**src/rtl/ip4_axi_rd_arb.sv**
```systemverilog
// rtl/ip4_axi_rd_arb.sv - round-robin arbiter of internal read requesters onto one AXI3 read port
// Only one burst is in flight at a time, so returning beats are routed by the latched grant.
module ip4_axi_rd_arb #(
    parameter int NUM_REQ      = 4,
    parameter int WID_AXI_ID   = 4,
    parameter int WID_AXI_ADDR = 32,
    parameter int WID_AXI_DATA = 32
) (
    input  logic                            aclk,
    input  logic                            rst,
    input  logic [NUM_REQ-1:0]              req_valid,
    input  logic [NUM_REQ*WID_AXI_ADDR-1:0] req_addr,
    input  logic [NUM_REQ*4-1:0]            req_len,
    output logic [NUM_REQ-1:0]              req_ready,
    output logic [NUM_REQ-1:0]              rsp_valid,
    input  logic [NUM_REQ-1:0]              rsp_ready,
    output logic [WID_AXI_DATA-1:0]         rsp_data,
    output logic [1:0]                      rsp_resp,
    output logic                            rsp_last,
    output logic [WID_AXI_ID-1:0]           arid,
    output logic [WID_AXI_ADDR-1:0]         araddr,
    output logic [3:0]                      arlen,
    output logic [2:0]                      arsize,
    output logic [1:0]                      arburst,
    output logic [1:0]                      arlock,
    output logic [3:0]                      arcache,
    output logic [2:0]                      arprot,
    output logic                            arvalid,
    input  logic                            arready,
    input  logic [WID_AXI_ID-1:0]           rid,
    input  logic [WID_AXI_DATA-1:0]         rdata,
    input  logic [1:0]                      rresp,
    input  logic                            rlast,
    input  logic                            rvalid,
    output logic                            rready,
    output logic                            err,
    output logic                            busy
);

    localparam int GW = $clog2(NUM_REQ);
    localparam logic [2:0] AR_SIZE = 3'($clog2(WID_AXI_DATA / 8));

    typedef enum logic [1:0] {
        ST_IDLE,
        ST_ADDR,
        ST_DATA
    } state_t;

    state_t                  state_q, state_d;
    logic [GW-1:0]           ptr_q, ptr_d;
    logic [GW-1:0]           grant_q, grant_d;
    logic [WID_AXI_ADDR-1:0] addr_q, addr_d;
    logic [3:0]              len_q, len_d;
    logic [3:0]              cnt_q, cnt_d;
    logic                    err_q, err_d;

    logic [WID_AXI_ADDR-1:0] addr_arr [NUM_REQ];
    logic [3:0]              len_arr  [NUM_REQ];
    logic                    found;
    logic [GW-1:0]           sel;
    logic [GW:0]             idx_w;
    logic [GW-1:0]           idx;
    logic                    data_fire;

    always_comb begin
        for (int i = 0; i < NUM_REQ; i++) begin
            addr_arr[i] = req_addr[i*WID_AXI_ADDR +: WID_AXI_ADDR];
            len_arr[i]  = req_len[i*4 +: 4];
        end
    end

    // Rotating priority: first requester at or after ptr_q, wrapping past NUM_REQ-1.
    always_comb begin
        found = 1'b0;
        sel   = '0;
        idx_w = '0;
        idx   = '0;
        for (int k = 0; k < NUM_REQ; k++) begin
            idx_w = {1'b0, ptr_q} + (GW+1)'(k);
            if (idx_w >= (GW+1)'(NUM_REQ)) begin
                idx_w = idx_w - (GW+1)'(NUM_REQ);
            end
            idx = idx_w[GW-1:0];
            if (!found && req_valid[idx]) begin
                found = 1'b1;
                sel   = idx;
            end
        end
    end

    assign data_fire = rvalid && rsp_ready[grant_q];

    always_comb begin
        state_d   = state_q;
        ptr_d     = ptr_q;
        grant_d   = grant_q;
        addr_d    = addr_q;
        len_d     = len_q;
        cnt_d     = cnt_q;
        err_d     = err_q;
        req_ready = '0;
        rsp_valid = '0;
        rready    = 1'b0;
        arvalid   = 1'b0;
        case (state_q)
            ST_IDLE: begin
                if (rvalid) begin
                    err_d = 1'b1;
                end
                if (found) begin
                    req_ready[sel] = 1'b1;
                    grant_d        = sel;
                    addr_d         = addr_arr[sel];
                    len_d          = len_arr[sel];
                    state_d        = ST_ADDR;
                end
            end
            ST_ADDR: begin
                arvalid = 1'b1;
                if (rvalid) begin
                    err_d = 1'b1;
                end
                if (arready) begin
                    cnt_d   = len_q;
                    state_d = ST_DATA;
                end
            end
            ST_DATA: begin
                rready             = rsp_ready[grant_q];
                rsp_valid[grant_q] = rvalid;
                if (data_fire) begin
                    if (rid != WID_AXI_ID'(grant_q) || (rlast != (cnt_q == 4'd0))) begin
                        err_d = 1'b1;
                    end
                    // The beat count, not rlast, decides where the burst ends.
                    if (cnt_q == 4'd0) begin
                        state_d = ST_IDLE;
                        ptr_d   = (grant_q == GW'(NUM_REQ - 1)) ? '0 : grant_q + 1'b1;
                    end else begin
                        cnt_d = cnt_q - 4'd1;
                    end
                end
            end
            default: state_d = ST_IDLE;
        endcase
    end

    always_ff @(posedge aclk) begin
        if (rst) begin
            state_q <= ST_IDLE;
            ptr_q   <= '0;
            grant_q <= '0;
            addr_q  <= '0;
            len_q   <= '0;
            cnt_q   <= '0;
            err_q   <= 1'b0;
        end else begin
            state_q <= state_d;
            ptr_q   <= ptr_d;
            grant_q <= grant_d;
            addr_q  <= addr_d;
            len_q   <= len_d;
            cnt_q   <= cnt_d;
            err_q   <= err_d;
        end
    end

    assign arid     = WID_AXI_ID'(grant_q);
    assign araddr   = addr_q;
    assign arlen    = len_q;
    assign arsize   = AR_SIZE;
    assign arburst  = 2'b01;
    assign arlock   = 2'b00;
    assign arcache  = 4'b0000;
    assign arprot   = 3'b000;
    assign rsp_data = rdata;
    assign rsp_resp = rresp;
    assign rsp_last = rlast;
    assign err      = err_q;
    assign busy     = (state_q != ST_IDLE);

endmodule

```
**config.mk**
```make
export PLATFORM = sky130hd
export DESIGN_NAME = ip4_axi_rd_arb
export DESIGN_NICKNAME = d
export VERILOG_FILES = /design/src/rtl/ip4_axi_rd_arb.sv
export SDC_FILE = /design/constraint.sdc
export NUM_CORES = 1
export LEC_CHECK = 0
export ABC_AREA = 1
export CORE_AREA = 2 2 113 115
export CTS_BUF_LIST = sky130_fd_sc_hd__clkbuf_8
export DETAILED_ROUTE_END_ITERATION = 12
export DIE_AREA = 0 0 115 117
export PLACE_DENSITY = 0.76
export SYNTH_ARGS = -nofsm -noshare
export SYNTH_HDL_FRONTEND = slang
export SYNTH_SLANG_ARGS = --single-unit
```
**constraint.sdc**
```tcl
create_clock -name aclk -period 2.4 [get_ports aclk]
set_input_delay 0.6 -clock aclk [delete_from_list [all_inputs] [get_ports aclk]]
set_output_delay 0.6 -clock aclk [all_outputs]
set_load 0.005 [all_outputs]
```
Word-level counts from Yosys, hierarchy flattened
Cells that the tools add are included.

Register bits: 47. Latch bits: 0. Bits in writable memories: 0. Memory bits (read-only): 0. Input bits: 195. Output and inout port bits: 101. Word-level logic and storage cells: 115. Memories kept: 0.

Add/subtract/negate cells: 9. Multiply operators: 0. Div/mod/pow operators: 0. Magnitude comparators: 13. Equal/unequal tests: 12. Shift-type cells: 0. Mux-type cells: 51. Bitwise gates (word level): 2. Reduce and logical (&&, ||, !) cells: 21.

Operators with widths (number): binary-select mux 32 bit (select 2 bit) (1); two-way mux 32 bit (2); two-way mux 4 bit (8); two-way mux 2 bit (13); < comparator 2 x 3 -> 1 bit, second input constant (6); two-way mux 1 bit (16); greater-or-equal comparator 3 bit, second input constant (4); != test 2 bit, second input constant (6); AND reduction 4 bit (3); binary-select mux 1 bit (select 2 bit) (5); binary-select mux 4 bit (select 2 bit) (1); one-hot mux 4 bit (2 select lines) (1); subtractor 2 x 1 -> 2 bit, second input constant (4); adder 2 x 2 -> 3 bit, second input constant (2); logical AND 1 bit (6); one-hot mux 2 bit (3 select lines) (1); nonzero test 2 bit (3); AND 4 bit (1); demux 1 bit (select 2 bit) (2); == test 2 bit, second input constant (2); greater-or-equal comparator 2 x 1 -> 1 bit, second input constant (2); logical NOT 4 bit (1); != test 4 x 2 -> 1 bit (1); subtractor 4 x 1 -> 4 bit, second input constant (1); other kinds (14) (16).

Longest topological paths before layout
Gate-level depths: netlist of run 1.

Depth after elaboration: 20. Depth in mapped cells: 17. Depth with buffers taken out: 15.

Worst setup path before layout of run 1
No wires, ideal clock.

Kind: input-to-output. From: input port req_valid[3]. To: output port req_ready[2]. Arrival time: 1.743 ns. Slack: 0.057 ns. Cell stages on the path: 12. Cell sequence: inv_1 nand2_1 nand3_1 nand2_1 nor2_4 nand4_1 nand2_4 inv_4 nor2_8 buf_6 inv_2 nor2_1.

Longest elaborated chain between the ends: 18.

RTL lines: start, declared (line 11) `input logic [NUM_REQ-1:0] req_valid,`; binary-select mux 1 bit (select 2 bit) (line 84) `if (!found && req_valid[idx]) begin`; two-way mux 1 bit (implied by the code) (line 84); two-way mux 1 bit (line 84); logical NOT 1 bit (line 84); logical AND 1 bit (line 84); two-way mux 1 bit (line 84); logical NOT 1 bit (line 84); logical AND 1 bit (line 84); (+2 left out); logical AND 1 bit (line 84); two-way mux 2 bit (line 84); < comparator 2 x 3 -> 1 bit (implied by the code) / greater-or-equal comparator 2 x 1 -> 1 bit (equally long branches) (line 111) `req_ready[sel] = 1'b1;`; logical AND 1 bit (implied by the code) (line 111); two-way mux 1 bit (implied by the code) (line 111); demux 1 bit (select 2 bit) (line 111); two-way mux 4 bit * (line 110) `if (found) begin`; two-way mux 4 bit * (line 105) `case (state_q)`; end, declared (line 14) `output logic [NUM_REQ-1:0] req_ready,`.

Every way passes the cells marked *; elsewhere a longest branch is shown, timed or not. The select of a mux whose other input is x is not followed.

Final worst setup path of run 1
From: register ptr_q[0]. To: output port req_ready[2].

Longest elaborated chain between the ends: 20.

RTL lines: start, declared (line 50) `logic [GW-1:0] ptr_q, ptr_d;`; start signal, assigned (line 159) `ptr_q <= ptr_d;`; parallel branches: the longest is 18 deep, another holds adder 2 x 1 -> 3 bit; two-way mux 4 bit * (line 110); two-way mux 4 bit * (line 105).

Every way passes the cells marked *. The select of a mux whose other input is x is not followed.

==> results.toml, run 1 <==
[place]
placed_cell_area_mm2 = 0.00618
gp_congestion = 0.878
numPortBuffers = 211
hpwl_mm = 10.2
dp.cells = 1071

[layout]
multiInputGateArea_mm2 = 0.00245
regArea_um2 = 948
area_growth_pct = 55.3
n_fill_cell = 1243
nets = 1137
finalInstanceArea_mm2 = 0.00654
drive_gt1_share_pct = 10.7
stdcell_count = 1088
num_antenna_cells = 0
fin_util_pct = 53.1

[routing]
routedWlPerCell_um = 12.8
via_per_inst = 4.57
finalWirelength_mm = 14.0
drc_errors = 0
firstDrtPassIters = 4
drtIter0Drc = 206
final_antenna_net_count = 0
dr_total_vias = 4971

[global_route]
grt_first_pass_wirelength_mm = 20.8
grt-ovfl-total = 0
grt_pass1_vias = 4300
grt_max_degree = 43
grt_antenna_before_repair = 0
grt_usage_pct = 19.3

[critical_path]
max_stage_delay_ns = 0.39
end_kind = "primary output"
critPathRequiredTime_ns = 1.80
cp_cell_sequence = "buf_8 > nand2_2 > nand2_4 > nand2_2 > nand2_4 > nor2_4 > nand4_1 > nand2_4 > inv_4 > nor2_8 > inv_4 > nor2_1 > buf_2"
worst-path-max-fanout = 5
crit_buf_inv = 4
setup.worst_path.class = "flip-flop to primary output"
slowest_stage = "dfxtp_4"
cp.arrival_ns = 1.94
startpoint_type = "flip-flop"
crit_top_cell = "nand2_4"
crit_family = "simple AND/OR/NAND/NOR gates"

[pwr]
p_leak_uw = 0.00328
power_density_mw_per_mm2 = 513
vdd_drop_max_mv = 0.234

[timing]
tns_ns = -0.422
hold_viol = 0
slew_violations = 0
setup_viol = 4
rsz0062_at_grt = "yes"
fin_crit_ns = 2.54
fin_hold_ws_ns = 0.488
finClkSkew_ns = 0.00840
setup_slack_ns = -0.142
fmaxAchievable_ghz = 0.393
finalCritPeriodShare_pct = 106

[job]
maxCapViolCount = 0

[synthesis]
syn_area_mm2 = 0.00421
synth_warnings = 0
ys_types = 32
syn_area_per_cell_um2 = 5.56
yosysSeqAreaShare_pct = 22.3
synthCells = 757
synth-seq-cells = 47

[floorplan]
num_rows = 41
core_area_mm2 = 0.0123
die_w_um = 115
io_pins = 296
dieArea_mm2 = 0.0135
fp.dieH_um = 117
start_util_pct = 34.2

[clock_tree]
clkLatencyLatePin_ns = 0.31
clk_pin_slew_ns = 0.10
clk_path_buf_depth = 2
ctsHoldBuffers = 0
cts_buffers = 5
cts-root-buf = "clkbuf_8"
cts.sinks = 47
htree_levels = 2
tritoncts = "done"

[status]
status = "finished, violations left"
violations = "setup timing"

[min_path]
hold_class = "flip-flop to flip-flop"
==> synthesized netlist by cell type <==
cell type | number | area (µm²)
and2_1 | 1 | 6.26
buf_1 | 1 | 3.75
nand3_1 | 107 | 536
nor2_4 | 1 | 11.3
nor2_8 | 1 | 20.0
xnor2_1 | 1 | 8.76
nand3_2 | 1 | 10.0
nand3_4 | 1 | 17.5
nand2_2 | 1 | 6.26
inv_4 | 1 | 6.26
ha_1 | 5 | 62.6
clkinv_1 | 1 | 3.75
inv_2 | 5 | 18.8
nor3_1 | 5 | 25.0
o21ai_1 | 1 | 5.00
o21ai_0 | 12 | 60.1
nor2_1 | 126 | 473
nand2_1 | 229 | 860
o211ai_1 | 1 | 7.51
o22ai_1 | 2 | 12.5
a211oi_1 | 2 | 15.0
nand2_4 | 2 | 22.5
buf_4 | 55 | 413
xor2_1 | 1 | 8.76
a21oi_1 | 13 | 65.1
dfxtp_1 | 47 | 941
clkbuf_1 | 7 | 26.3
buf_2 | 15 | 75.1
inv_1 | 100 | 375
conb_1 | 2 | 7.51
nand4_1 | 1 | 6.26
buf_6 | 9 | 101
==> layout by cell type (no fill, tap or decap), types with 3 or more instances in the layout <==
cell type        instances
inv_2                    9
clkbuf_8                 5
nor3_1                   3
inv_1                   94
nor2_1                 124
nand2_4                 10
nand3_4                  4
buf_2                    5
dfxtp_1                 43
conb_1                  16
buf_12                   4
clkdlybuf4s50_1        200
nand2_1                208
dfxtp_2                  3
buf_4                   28
ha_1                     5
nand3_1                105
a21oi_1                 13
o21ai_0                 11
clkdlybuf4s15_1          4
nand2_2                 14
==> power by group <==
group / total [µW] / leakage (µW) / switching (µW) / internal, µW
combinational: 1720 / 0.00283 / 846 / 872
sequential: 1010 / 0.000392 / 86.9 / 926
clock: 621 / 0.0000587 / 304 / 316
total: 3350 / 0.00328 / 1240 / 2110
==> final timing paths <==
| path | from | endpoint | depth (start not counted) | slack, ns |
|---|---|---|---|---|
| max | ptr_q[0] | req_ready[2] | 13 | -0.14 |
| min | err | err | 2 | 0.49 |
| max reg2reg | ptr_q[0] | araddr[9] | 15 | 0.17 |
| min reg2reg | err | err | 2 | 0.49 |
==> layout make-up <==
cell class | instances | area share, %
multi-input cells | 530 | 37.4
repair buffers | 246 | 37.1
flip-flops and latches | 47 | 14.5
inverters | 107 | 6.31
well taps | 150 | 2.87
clock buffers | 5 | 1.05
clock inverters | 3 | 0.727
==> worst reg2reg max path: stages, from the launching register on <==
cell     delay (ns)
dfxtp_4        0.41
buf_8          0.15
nand2_4        0.06
nand2_4        0.11
nand2_1        0.08
nand2_1        0.09
nand2_2        0.06
nand3_1        0.13
nand3_4        0.12
buf_12         0.15
inv_2          0.05
buf_4          0.36
nand2_1        0.10
nand3_1        0.15
nand2_1        0.06
nor2_1         0.08
==> metrics by stage <==
stage | total power (µW) | worst slack, ns
after floorplan | 1970 | 0.0567
after global placement | 2690 | -0.767
after detailed placement | 2710 | -0.800
after CTS | 3370 | -0.114
after global routing | 3620 | -0.225
final | 3350 | -0.142
==> flip-flops by register name, indices dropped and copies added, names as in the netlist <==
register / count
err: 1
arlen: 4
ptr_q: 2
cnt_q: 4
state_q: 2
grant_q: 2
araddr: 32
==> layer usage <==
layer / vias to the layer above / track usage [%] / wire, µm / part of all wire (%)
li1: 2583 / - / - / -
met1: 2180 / 23.1 / 5740 / 41
met2: 173 / 34.1 / 6910 / 49
met3: 35 / 4.07 / 952 / 6.8
met4: 0 / 7.47 / 373 / 2.7
met5: - / 0 / 0 / 0
==> what timing repair did <==
item / 4_1_cts / 5_1_grt
setup endpoints to repair: 18 / 16
cloned: 0 / 1
setup buffers: 6 / 2
pin swaps: 8 / 5
resized for setup: 52 / 33
==> cell families (layout without fill, tap and decap cells) <==
logic type      after synthesis  in the layout  share of synthesized area (%)
simple gates                476            476                           47.3
compound gates               31             31                           3.92
other cells                   2             16                          0.178
fa+ha+maj                     5              5                           1.49
buf+inv                     194            361                           24.3
flops                        47             47                           22.3
xor+xnor                      2              2                          0.416
Note: power is estimated with default switching activity, not from simulation.
==> inputs of run 2 (changes only) <==
clock period = 2.6 ns   (was 2.4 ns; I/O delays follow)
==> results.toml, run 2 (synthesis results as in run 1) <==
[status]
status = "finished, violations left"
violations = "setup timing"

[critical_path]
critPathRequiredTime_ns = 1.95
setup.worst_path.class = "input port to primary output"
end_kind = "primary output"
worst-path-max-fanout = 3
startpoint_type = "input port"
cp.arrival_ns = 1.95

[job]
maxCapViolCount = 0

[timing]
finClkSkew_ns = 0.00759
slew_violations = 0
setup_viol = 1
tightest_slew_ns = 0.545
fin_hold_ws_ns = 0.479
tns_ns = -0.000433
setup_slack_ns = -0.000433
finalCritPeriodShare_pct = 100
worst_slew_margin_rel_pct = 63.6
fmaxAchievable_ghz = 0.385
rsz0062_at_grt = "yes"
fin_crit_ns = 2.60
hold_viol = 0

[floorplan]
num_rows = 41
start_util_pct = 34.2
io_pins = 296
core_area_mm2 = 0.0123
fp.dieH_um = 117
dieArea_mm2 = 0.0135
die_w_um = 115

[layout]
n_fill_cell = 1266
finalInstanceArea_mm2 = 0.00645
fin_util_pct = 52.4
largest_reg_flops = 32
area_growth_pct = 53.1
num_antenna_cells = 0
final_common_cell = "nand2_1"
nets = 1134
drive_gt1_share_pct = 10.5
final_cell_mix = "nand2_1 (211), clkdlybuf4s50_1 (200), nor2_1 (124)"

[place]
hpwl_mm = 10.1
numPortBuffers = 211
placed_cell_area_mm2 = 0.00615
gp_congestion = 0.875

[pwr]
p_total_uw = 2980
vdd_drop_max_mv = 0.202
power_density_mw_per_mm2 = 463
p_leak_uw = 0.00326

[global_route]
grt_pass1_vias = 4412
grt-ovfl-total = 0
grt_first_pass_wirelength_mm = 20.8
grt_usage_pct = 19.3
grt_antenna_before_repair = 0
grt_max_degree = 43

[clock_tree]
cts_buffers = 5
clk_pin_slew_ns = 0.09
tritoncts = "done"
cts.sinks = 47
clk_path_buf_depth = 2
cts-root-buf = "clkbuf_8"
htree_levels = 2
clkLatencyLatePin_ns = 0.31
ctsHoldBuffers = 0

[routing]
dr_total_vias = 4910
drtIter0Drc = 252
final_antenna_net_count = 0
finalWirelength_mm = 13.7
routedWlPerCell_um = 12.7
drc_errors = 0
via_per_inst = 4.53
firstDrtPassIters = 4

[min_path]
hold_class = "flip-flop to flip-flop"
[run 2: what timing repair did]
item / 4_1_cts / 5_1_grt
buffers inserted: 5 / 3
cloned: 0 / 1
endpoints found under the setup margin: 5 / 8
resized for setup: 51 / 39
pin swaps: 13 / 16
[run 2: through the flow]
| step | setup WS, ns | cells |
|---|---|---|
| CTS | 0.00121 | 1081 |
| global placement | -0.665 | 1068 |
| finish | -0.000433 | 1085 |
| detailed placement | -0.699 | 1068 |
| floorplan | 0.157 | 771 |
| global route | -0.100 | 1085 |
[run 2: area by class of cell]
class | count | area [µm²] | share of cell area (%)
clock inverters | 2 | 16.3 | 0.252
clock buffers | 6 | 82.6 | 1.28
multi-input cells | 530 | 2440 | 37.9
inverters | 107 | 412 | 6.39
well taps | 150 | 188 | 2.91
repair buffers | 243 | 2360 | 36.6
flip-flops and latches | 47 | 946 | 14.7
[run 2: worst paths after layout]
check                                   from           end  slack [ns]  depth (start not counted)
worst max-delay path            req_valid[0]  req_ready[0]     -0.0004                         13
worst min-delay path                cnt_q[1]      cnt_q[1]        0.48                          2
worst max register to register      ptr_q[0]     araddr[9]        0.34                         15
worst min register to register      cnt_q[1]      cnt_q[1]        0.48                          2
[run 2: worst max-delay path, stage by stage]
cell	delay, ns
buf_2	0.12
inv_2	0.05
nand2_2	0.09
nand3_4	0.09
buf_4	0.14
buf_4	0.12
nand2_1	0.05
nand2_1	0.06
inv_2	0.06
nand2_4	0.06
buf_4	0.14
nor3_1	0.17
buf_2	0.16
[run 2: where the power goes]
part           switching (µW)  internal, µW  total (µW)
registers                81.1           854         935
logic                     774           790        1560
clock network             266           218         484
total                    1120          1860        2980
[run 2: per-layer routing]
layer	vias up	part of all wire, %	global-route usage (%)
met1	2123	41	22.6
met4	0	2.9	6.75
met2	170	49	34.8
met5	-	0	0
li1	2578	-	-
met3	39	6.6	4.22
==> inputs of run 3 (changes only) <==
CORE_AREA = 2 2 115 117   (was 2 2 113 115)
CTS_BUF_LIST = sky130_fd_sc_hd__clkbuf_8 sky130_fd_sc_hd__clkbuf_16   (was sky130_fd_sc_hd__clkbuf_8)
DIE_AREA = 0 0 117 119   (was 0 0 115 117)
PLACE_DENSITY = 0.73   (was 0.76)
==> results.toml, run 3 (synthesis results as in run 1) <==
[global_route]
grt_antenna_before_repair = 0
grt_pass1_vias = 4473
grt_usage_pct = 19.1
grt_first_pass_wirelength_mm = 21.4
grt_max_degree = 43
grt-ovfl-total = 0

[place]
gp_congestion = 0.855
numPortBuffers = 211
hpwl_mm = 10.3
pre_cts_slack_ns = -0.780

[critical_path]
max_stage_delay_ns = 0.38
cp_cell_sequence = "buf_6 > buf_6 > nand2_4 > nand3_1 > nand2_2 > inv_2 > nand4_1 > nand2_4 > inv_4 > nor2_8 > inv_4 > buf_4 > buf_4 > buf_4 > buf_4 > buf_4 > buf_4 > buf_4 > buf_4 > a21oi_1"
setup.worst_path.class = "flip-flop to flip-flop"
cp.arrival_ns = 2.78
critPathRequiredTime_ns = 2.82
crit_buf_inv = 13
end_kind = "flip-flop"
startpoint_type = "flip-flop"
slowest_stage = "dfxtp_4"
crit_top_cell = "buf_4"
worst-path-max-fanout = 5
crit_family = "buffers and inverters"

[layout]
nets = 1141
final_common_cell = "nand2_1"
n_fill_cell = 1354
area_growth_pct = 55.0
largest_reg_flops = 32
drive_gt1_share_pct = 10.5
regArea_um2 = 946
multiInputGateArea_mm2 = 0.00239
num_antenna_cells = 0
final_cell_mix = "nand2_1 (213), clkdlybuf4s50_1 (200), nor2_1 (124)"

[clock_tree]
clk_pin_slew_ns = 0.06
clk_path_buf_depth = 2
tritoncts = "done"
htree_levels = 2
cts-root-buf = "clkbuf_16"
ctsHoldBuffers = 0
cts.sinks = 47
clkLatencyLatePin_ns = 0.29
cts_buffers = 5

[routing]
routedWlPerCell_um = 12.4
drc_errors = 0
via_per_inst = 4.42
dr_total_vias = 4945
drtIter0Drc = 217
firstDrtPassIters = 4
final_antenna_net_count = 0
finalWirelength_mm = 13.9

[floorplan]
fp.dieH_um = 119
dieArea_mm2 = 0.0139
io_pins = 296
num_rows = 42
die_w_um = 117
core_area_mm2 = 0.0129
start_util_pct = 32.7

[timing]
rsz0062_at_grt = "yes"
tns_ns = 0
hold_viol = 0
setup_viol = 0
fin_crit_ns = 2.56
fin_hold_ws_ns = 0.481
finClkSkew_ns = 0.00363
fmaxAchievable_ghz = 0.391
finalCritPeriodShare_pct = 98.5
slew_violations = 0
setup_slack_ns = 0.0398

[status]
status = "finished clean"

[pwr]
vdd_drop_max_mv = 0.282
p_leak_uw = 0.00328
power_density_mw_per_mm2 = 498

[min_path]
hold_class = "flip-flop to flip-flop"

[job]
maxCapViolCount = 0
run 3: cell types whose count changed in the layout (fill, tap and decap cells not counted), sizes merged:
cell / previous run / this run
clkinvlp: 1 / 0
dlygate4sd2: 1 / 2
dlymetal6s2s: 1 / 0
bufinv: 0 / 1
buf: 39 / 46
clkinv: 1 / 2
inv: 107 / 106
run 3: path summary, 6_finish.rpt:
path,slack [ns],to,cells past startpoint,from
worst max-delay path,0.04,grant_q[1],20,ptr_q[0]
worst min-delay path,0.48,cnt_q[1],2,cnt_q[1]
worst min register to register,0.48,cnt_q[1],2,cnt_q[1]
worst max register to register,0.04,grant_q[1],20,ptr_q[0]
run 3: stage by stage:
stage / total power [µW] / util (%) / cells / cell area (µm²)
after floorplan: 1820 / - / 771 / 4260
after global placement: 2470 / 48.0 / 1095 / 6180
after detailed placement: 2470 / 48.0 / 1095 / 6180
after CTS: 3270 / 50.2 / 1115 / 6460
after global routing: 3510 / 50.7 / 1118 / 6530
final: 3250 / 50.7 / 1118 / 6530
run 3: cell type report:
cell class | instances | area share, %
sequential | 47 | 14.5
multi-input combinational | 530 | 36.6
clock buffer | 6 | 2.13
timing repair buffer | 250 | 36.6
clock inverter | 2 | 0.537
tap | 176 | 3.37
inverter | 107 | 6.31
run 3: what timing repair did:
item / in CTS / in global routing
gates cloned: 0 / 1
endpoints found under the setup margin: 6 / 5
pin swaps: 14 / 12
resized for setup: 49 / 23
buffers inserted: 12 / 2
endpoints found under the hold margin: 0 / 0
run 3: per-layer routing:
metal | part of all wire (%) | GRT usage, %
met5 | 0 | 0
met4 | 2.9 | 7.50
met2 | 48 | 32.7
met3 | 7.7 | 4.63
met1 | 41 | 22.8
run 3: power by group:
part | leakage, µW | internal [µW] | total [µW] | switching (µW)
Sequential | 0.000392 | 855 | 937 | 82.3
Combinational | 0.00280 | 791 | 1560 | 766
Clock | 0.0000868 | 478 | 755 | 277
Total | 0.00328 | 2120 | 3250 | 1130
run 3: tightest hold or removal path: cells and delay by family (launching register included):
| kind | cells | cell delay (ns) |
|---|---|---|
| compound gates | 1 | 0.05 |
| buf+inv | 1 | 0.07 |
| flops | 1 | 0.32 |
